### src/rtl/spi_tx_responder.sv
// SPI mode-0 peripheral transmitter: drives CIPO from a one-entry holding register
// and an 8-bit shift register, with SCLK/CS oversampled in the clk domain.
module spi_tx_responder #(
    parameter logic [7:0]  IDLE_BYTE   = 8'hFF,
    parameter int unsigned SYNC_STAGES = 2
) (
    input  logic       clk,
    input  logic       rst,
    input  logic       SCLK,
    input  logic       spi_cs_n,
    input  logic [7:0] tx_data,
    input  logic       tx_valid,
    output logic       tx_ready,
    output logic       CIPO,
    output logic       cipo_oe,
    output logic       busy,
    output logic       tx_done,
    output logic       tx_underrun,
    output logic       tx_abort
);

    // DISARMED must ignore the reset values still flushing out of the synchronizers
    localparam int unsigned SETTLE_CYCLES = SYNC_STAGES + 2;
    localparam int unsigned SETTLE_W      = $clog2(SETTLE_CYCLES + 1);
    localparam logic [SETTLE_W-1:0] SETTLE_MAX = SETTLE_W'(SETTLE_CYCLES);

    typedef enum logic [1:0] {
        ST_DISARMED,
        ST_IDLE,
        ST_ACTIVE
    } state_t;

    logic [SYNC_STAGES-1:0] sclk_sync_q, sclk_sync_d;
    logic [SYNC_STAGES-1:0] cs_sync_q, cs_sync_d;
    logic                   sclk_s, cs_s;
    logic                   sclk_prev_q, sclk_prev_d;
    logic                   cs_prev_q, cs_prev_d;
    logic                   sclk_rise_q, sclk_rise_d;
    logic                   sclk_fall_q, sclk_fall_d;
    logic                   cs_rise_q, cs_rise_d;
    logic                   cs_fall_q, cs_fall_d;

    state_t                 state_q, state_d;
    logic [SETTLE_W-1:0]    settle_q, settle_d;
    logic [2:0]             bit_cnt_q, bit_cnt_d;
    logic [7:0]             shift_q, shift_d;
    logic [7:0]             hold_q, hold_d;
    logic                   hold_full_q, hold_full_d;
    logic                   done_q, done_d;
    logic                   underrun_q, underrun_d;
    logic                   abort_q, abort_d;
    logic                   load_evt;
    logic                   wr_accept;

    generate
        for (genvar gi = 0; gi < SYNC_STAGES; gi++) begin : g_sync
            if (gi == 0) begin : g_first
                assign sclk_sync_d[gi] = SCLK;
                assign cs_sync_d[gi]   = spi_cs_n;
            end else begin : g_rest
                assign sclk_sync_d[gi] = sclk_sync_q[gi-1];
                assign cs_sync_d[gi]   = cs_sync_q[gi-1];
            end
        end
    endgenerate

    assign sclk_s = sclk_sync_q[SYNC_STAGES-1];
    assign cs_s   = cs_sync_q[SYNC_STAGES-1];

    always_comb begin
        sclk_prev_d = sclk_s;
        cs_prev_d   = cs_s;
        sclk_rise_d = sclk_s & ~sclk_prev_q;
        sclk_fall_d = ~sclk_s & sclk_prev_q;
        cs_rise_d   = cs_s & ~cs_prev_q;
        cs_fall_d   = ~cs_s & cs_prev_q;
    end

    always_comb begin
        state_d     = state_q;
        settle_d    = settle_q;
        bit_cnt_d   = bit_cnt_q;
        shift_d     = shift_q;
        hold_d      = hold_q;
        hold_full_d = hold_full_q;
        done_d      = 1'b0;
        underrun_d  = 1'b0;
        abort_d     = 1'b0;
        load_evt    = 1'b0;
        wr_accept   = tx_valid && !hold_full_q;

        if (settle_q != SETTLE_MAX) begin
            settle_d = settle_q + 1'b1;
        end

        case (state_q)
            ST_DISARMED: begin
                if (settle_q == SETTLE_MAX && cs_s && cs_prev_q) begin
                    state_d = ST_IDLE;
                end
            end
            ST_IDLE: begin
                if (cs_fall_q) begin
                    state_d   = ST_ACTIVE;
                    bit_cnt_d = 3'd0;
                    load_evt  = 1'b1;
                end
            end
            ST_ACTIVE: begin
                // CS release wins over any SCLK edge landing in the same cycle
                if (cs_rise_q) begin
                    state_d   = ST_IDLE;
                    bit_cnt_d = 3'd0;
                    abort_d   = (bit_cnt_q != 3'd0);
                end else if (sclk_rise_q) begin
                    bit_cnt_d = bit_cnt_q + 3'd1;
                    done_d    = (bit_cnt_q == 3'd7);
                end else if (sclk_fall_q) begin
                    if (bit_cnt_q == 3'd0) begin
                        load_evt = 1'b1;
                    end else begin
                        shift_d = {shift_q[6:0], 1'b0};
                    end
                end
            end
            default: begin
                state_d = ST_DISARMED;
            end
        endcase

        if (load_evt) begin
            if (hold_full_q) begin
                shift_d     = hold_q;
                hold_full_d = 1'b0;
            end else if (tx_valid) begin
                shift_d = tx_data;
            end else begin
                shift_d    = IDLE_BYTE;
                underrun_d = 1'b1;
            end
        end else if (wr_accept) begin
            hold_d      = tx_data;
            hold_full_d = 1'b1;
        end
    end

    always_ff @(posedge clk) begin
        if (rst) begin
            sclk_sync_q <= '0;
            cs_sync_q   <= '1;
            sclk_prev_q <= 1'b0;
            cs_prev_q   <= 1'b1;
            sclk_rise_q <= 1'b0;
            sclk_fall_q <= 1'b0;
            cs_rise_q   <= 1'b0;
            cs_fall_q   <= 1'b0;
            state_q     <= ST_DISARMED;
            settle_q    <= '0;
            bit_cnt_q   <= 3'd0;
            shift_q     <= 8'd0;
            hold_q      <= 8'd0;
            hold_full_q <= 1'b0;
            done_q      <= 1'b0;
            underrun_q  <= 1'b0;
            abort_q     <= 1'b0;
        end else begin
            sclk_sync_q <= sclk_sync_d;
            cs_sync_q   <= cs_sync_d;
            sclk_prev_q <= sclk_prev_d;
            cs_prev_q   <= cs_prev_d;
            sclk_rise_q <= sclk_rise_d;
            sclk_fall_q <= sclk_fall_d;
            cs_rise_q   <= cs_rise_d;
            cs_fall_q   <= cs_fall_d;
            state_q     <= state_d;
            settle_q    <= settle_d;
            bit_cnt_q   <= bit_cnt_d;
            shift_q     <= shift_d;
            hold_q      <= hold_d;
            hold_full_q <= hold_full_d;
            done_q      <= done_d;
            underrun_q  <= underrun_d;
            abort_q     <= abort_d;
        end
    end

    assign tx_ready    = !hold_full_q;
    assign busy        = (state_q == ST_ACTIVE);
    assign cipo_oe     = (state_q == ST_ACTIVE);
    assign CIPO        = (state_q == ST_ACTIVE) & shift_q[7];
    assign tx_done     = done_q;
    assign tx_underrun = underrun_q;
    assign tx_abort    = abort_q;

endmodule

### config.mk
export PLATFORM = sky130hd
export DESIGN_NAME = spi_tx_responder
export DESIGN_NICKNAME = d
export VERILOG_FILES = /design/src/rtl/spi_tx_responder.sv
export SDC_FILE = /design/constraint.sdc
export NUM_CORES = 1
export LEC_CHECK = 0
export BUFFER_PORTS_ARGS = -buffer_cell sky130_fd_sc_hd__clkbuf_2
export CAP_MARGIN = 25
export CORE_ASPECT_RATIO = 0.5
export CORE_UTILIZATION = 50
export CTS_BUF_LIST = sky130_fd_sc_hd__clkbuf_16
export CTS_CLUSTER_DIAMETER = 40
export DETAILED_ROUTE_END_ITERATION = 10
export GPL_TIMING_DRIVEN = 0
export PLACE_DENSITY_LB_ADDON = 0.15
export RECOVER_POWER = 50
export SYNTH_ARGS = -nofsm -noshare
export SYNTH_HDL_FRONTEND = slang
export SYNTH_SLANG_ARGS = --single-unit
### constraint.sdc
create_clock -name clk -period 2.9 [get_ports clk]
set_input_delay 0.435 -clock clk [delete_from_list [all_inputs] [get_ports clk]]
set_output_delay 0.435 -clock clk [all_outputs]
set_load 0.01 [all_outputs]
## After elaboration in Yosys (flattened, before gate mapping)

Index checks and enable logic that the tools add are counted.

| storage, ports and cells | value |
|---|---|
| register bits after elaboration | 38 |
| input bits | 13 |
| word-level logic and storage cells | 85 |

| cells by class | value |
|---|---|
| $add $sub $neg | 2 |
| equality and inequality tests | 12 |
| muxes and demuxes | 23 |
| bitwise logic cells | 13 |
| reduce and logical (&&, ||, !) cells | 18 |

Operator list:

| operator | count |
|---|---|
| 8-bit two-way mux | 8 |
| 3-bit two-way mux | 3 |
| 1-bit NOT | 8 |
| 3-bit by 1-bit adder with 3-bit output (second input constant) | 2 |
| 3-bit equality test (second input constant) | 2 |
| 1-bit two-way mux | 6 |
| 2-bit two-way mux | 3 |
| 2-bit by 1-bit inequality test with 1-bit output (second input constant) | 3 |
| 2-bit inequality test (second input constant) | 3 |
| 2-bit case mux with 3 select lines | 1 |
| 3-bit case mux with 2 select lines | 1 |
| 3-bit AND reduction | 2 |
| 2-bit nonzero test | 3 |
| 3-bit OR reduction | 2 |
| 1-bit AND | 5 |
| 5-bit AND reduction | 1 |
| 4-bit OR reduction | 1 |
| 1-bit logical AND | 3 |
| 3-bit logical NOT | 1 |
| 3-bit by 1-bit inequality test with 1-bit output (second input constant) | 1 |
| 3-bit inequality test (second input constant) | 1 |
| 3-bit nonzero test | 1 |
| 2-bit by 1-bit equality test with 1-bit output (second input constant) | 1 |
| 2-bit equality test (second input constant) | 1 |
| 5 further kinds | 5 |

## Longest topological paths before layout

| logic depth | value |
|---|---|
| word-level depth | 8 |
| depth in mapped cells | 8 |
| depth with buffers taken out | 6 |

## Worst setup path after synthesis

OpenSTA, ideal clock, no wires.

| timing path | value |
|---|---|
| path type | reg2reg |
| from | register state_q[0] |
| to | register hold_q[0] |
| setup time | 0.128 ns |
| data arrival time | 1.550 ns |
| data required time | 2.772 ns |
| slack | 1.223 ns |
| stages on the path, launching flop included | 7 |
| cells stage by stage | dfxtp_1 -> inv_1 -> ha_1 -> nand4bb_4 -> o2111ai_4 -> mux2i_1 -> nor2_1 |

| between the ends | value |
|---|---|
| word-level cells in the longest chain between the ends | 4 |

Ends and longest elaborated chain:

| element | line | text |
|---|---|---|
| start, declared | 43 | `state_t state_q, state_d;` |
| start signal, assigned | 175 | `state_q <= state_d;` |
| 2-bit equality test | - |  |
| net busy | 16 | `output logic busy,` |
| 1-bit case mux with 2 select lines | 96 | `case (state_q)` |
| 1-bit NOT (no line) | - |  |
| 2-bit AND reduction (no line) | - |  |
| end signal, assigned | 179 | `hold_q <= hold_d;` |
| end, declared | 47 | `logic [7:0] hold_q, hold_d;` |

The timed path passes the listed nets, and every way through them passes these cells.
A chain may end at the register's enable or synchronous reset.

## Worst setup path after layout

| timing path | value |
|---|---|
| from | register state_q[0] |
| to | register shift_q[0] |

| between the ends | value |
|---|---|
| word-level cells in the longest chain between the ends | 4 |

Ends and longest elaborated chain:

| element | line | text |
|---|---|---|
| 2-bit equality test / 2-bit by 1-bit equality test with 1-bit output (equally long branches) | 96 |  |
| 1-bit case mux with 2 select lines | 96 |  |
| 2-bit inequality test (no line) (tied with other cells) | - |  |
| 5-bit AND reduction (no line) | - |  |
| end signal, assigned | 178 | `shift_q <= shift_d;` |
| end, declared | 46 | `logic [7:0] shift_q, shift_d;` |

Parallel ways exist; a longest one is shown, timed or not.

==> results.yml <==
status:
  outcome: "finished clean"
clock_network:
  h-tree-depth: 2
  clock_latency_ns: 0.27
  cts_hold_buffers: 0
  post-cts-setup-buffers: 0
  cts_tree: "built"
  clock_path_buffers: 2
  cts-root-buf: "clkbuf_16"
  path_clk_slew_ns: 0.05
  cts_made_buffers: 5
  clkSinkCount: 38
  cts_resized: 0
pwr:
  p_total_uw: 1240
  total_leakage_power_uw: 0.000790
  powerDensity_nw_per_um2: 635
  vdd_ir_drop_max_mv: 0.355
finish:
  nFillCells: 279
  nets: 229
  drive_above_1_share_pct: 13.2
  n_antenna_cell: 0
  register_area_um2: 761
  multi_input_comb_area_um2: 846
  syn_to_final_growth_pct: 13.9
  stdcell_count: 245
  final_util_pct: 62.5
floorplan:
  core_area_um2: 3140
  die_area_um2: 3690
  fp.dieW_um: 85.0
  die_height_um: 43.5
  ios: 20
  rows: 14
  start_util_pct: 54.9
setup_path:
  rr_worst_depth: 8
  rr_startpoint: "state_q[0]"
  startpoint_type: "flip-flop"
  crit_fanout: 10
  end_kind: "flip-flop"
  crit_required_ns: 3.10
  r2r_slack_ns: 0.80
  cp.arrival_ns: 2.30
  reg2reg_to: "shift_q[0]"
  critPathKind: "reg -> reg"
synth:
  syn-num-nets: 204
  synth_ff_type: "dfxtp_1"
  ys_seq_elements: 38
  synth_area_leaders: "dfxtp_1, mux2i_1, ha_1"
  synth_area_per_cell_um2: 9.50
  syn-cell-area_um2: 1720
  synth_most_common_cell: "dfxtp_1"
  postSynthCellCount: 181
  synth.largest_area_cell: "dfxtp_1"
  synth_top_area_share_pct: 44.2
  synthArstFlopShare_pct: 0
  synth_edf_count: 0
  ys_top_cells_by_count: "dfxtp_1, nor2_1, mux2i_1"
  ys_seq_area_share_pct: 44.2
  synth_warnings: 0
  yosysUniqueCellTypes: 32
worst_hold_path:
  hold_path.class: "in -> reg"
  whs_endpoint: "cs_sync_q[0]"
  holdPathStages: 2
  min_from: "spi_cs_n"
timing:
  drv_slew: 0
  finalCritPeriodShare_pct: 72.4
  period_needed_ns: 2.10
  rsz0062_at_grt: "false"
  setup_viol: 0
  setup-tns-final_ns: 0
  slew_headroom_pct: 65.2
  worstMarginPinSlew_ns: 0.522
  hold_ws_ns: 0.349
  max_clock_freq_mhz: 476
  skew_ns: 0.00313
  hold_violations: 0
route:
  dr.pass1.iters: 6
  post_drt_wl_per_cell_um: 13.2
  vias: 1300
  drt-initial-drc-count: 33
  ant_nets: 0
  drc: 0
  wirelength_um: 3240
  viasPerCell: 5.31
grt:
  antenna_found_initial: 0
  grt_pass1_wl_um: 5640
  busiest_layer: "met2"
  grtUsageMet3_pct: 7.05
  grt_use_met2_pct: 33.7
  grt_pass1_vias: 1263
  grt_max_degree: 11
  gr-usage-met1_pct: 25.3
  track_usage_pct: 20.5
  grt-ovfl-total: 0
placement:
  place.gp.congestion: 0.751
  portBuffers: 18
  post-dp-hpwl_um: 2280
  dp.cells: 239
flow_run:
  maxCapViolCount: 0
[layer usage]
layer  up-vias  wire length (um)  share of wire, %
li1        666                 -                 -
met5         -                 0                 0
met3         4               169               5.2
met4         0                33               1.0
met2        28              1500                46
met1       602              1530                47
[cells by family after synthesis]
kind of cell,count (synthesis),share of synthesized area [%]
buf+inv,21,5.67
flops,38,44.2
mux,17,9.89
simple gates,70,20.8
compound gates,24,11.6
fa+ha+maj,10,7.27
xor+xnor,1,0.509
[worst max path at each step]
stage,from,to,cells past startpoint
floorplan,state_q[0],hold_q[0],6
global placement,state_q[0],hold_q[5],6
detailed placement,state_q[0],hold_q[3],6
CTS,state_q[0],hold_q[3],6
global route,state_q[0],shift_q[4],7
finish,state_q[0],shift_q[0],8
[layout by cell type, fill, tap and decap left out, drive strengths merged]
cell type and count:
mux2i 17, nor3 4, clkinv 2, a211oi 7, or2 5, and2 1
o21a 1, nand3b 2, nand4 1, nand3 2, dfxtp 38, xnor2 1
nor2b 6, clkbuf 30, a221o 1, a2bb2oi 7, a21oi 5, nand4bb 1
nor2 33, nand2 10, inv 11, ha 10, a221oi 1, o221ai 1
nor3b 2, o2111ai 1, buf 2, or2b 1, nor4 1, or3 1
[area by class of cell]
type | count | area share [%]
buffer | 9 | 2.30
sequential | 38 | 38.8
clock inverter | 1 | 0.192
timing repair buffer | 18 | 4.28
tap | 40 | 2.55
multi-input combinational | 122 | 43.2
clock buffer | 5 | 6.39
inverter | 12 | 2.30
[sequential cells by signal (all words and copies together), names as in the netlist]
signal / cells
sclk_fall_q: 1
sclk_sync_q: 2
cs_sync_q: 2
shift_q: 8
hold_full_q: 1
hold_q: 8
sclk_prev_q: 1
cs_rise_q: 1
tx_abort: 1
tx_underrun: 1
sclk_rise_q: 1
settle_q: 3
state_q: 2
tx_done: 1
cs_prev_q: 1
bit_cnt_q: 3
cs_fall_q: 1
[metrics by stage]
stage	setup WS, ns	area (um2)
finish	0.800	1960
global route	0.628	1960
CTS	0.998	1990
detailed placement	1.01	1860
global placement	1.04	1860
floorplan	1.22	1720
[worst max-delay path, stage by stage (launching register included)]
cell and delay (ns):
dfxtp_1 0.39, inv_1 0.09, ha_1 0.30, nand4bb_1 0.30, o21a_1 0.19, buf_6 0.13
clkbuf_1 0.35, nand3b_1 0.12, a21oi_1 0.15
[power breakdown]
group | total, uW | switching (uW) | internal, uW | leakage, uW
sequential | 569 | 20.2 | 549 | 0.000310
combinational | 186 | 107 | 78.8 | 0.000417
clock | 489 | 184 | 305 | 0.0000632
Note: power is estimated with default switching activity, not from simulation.
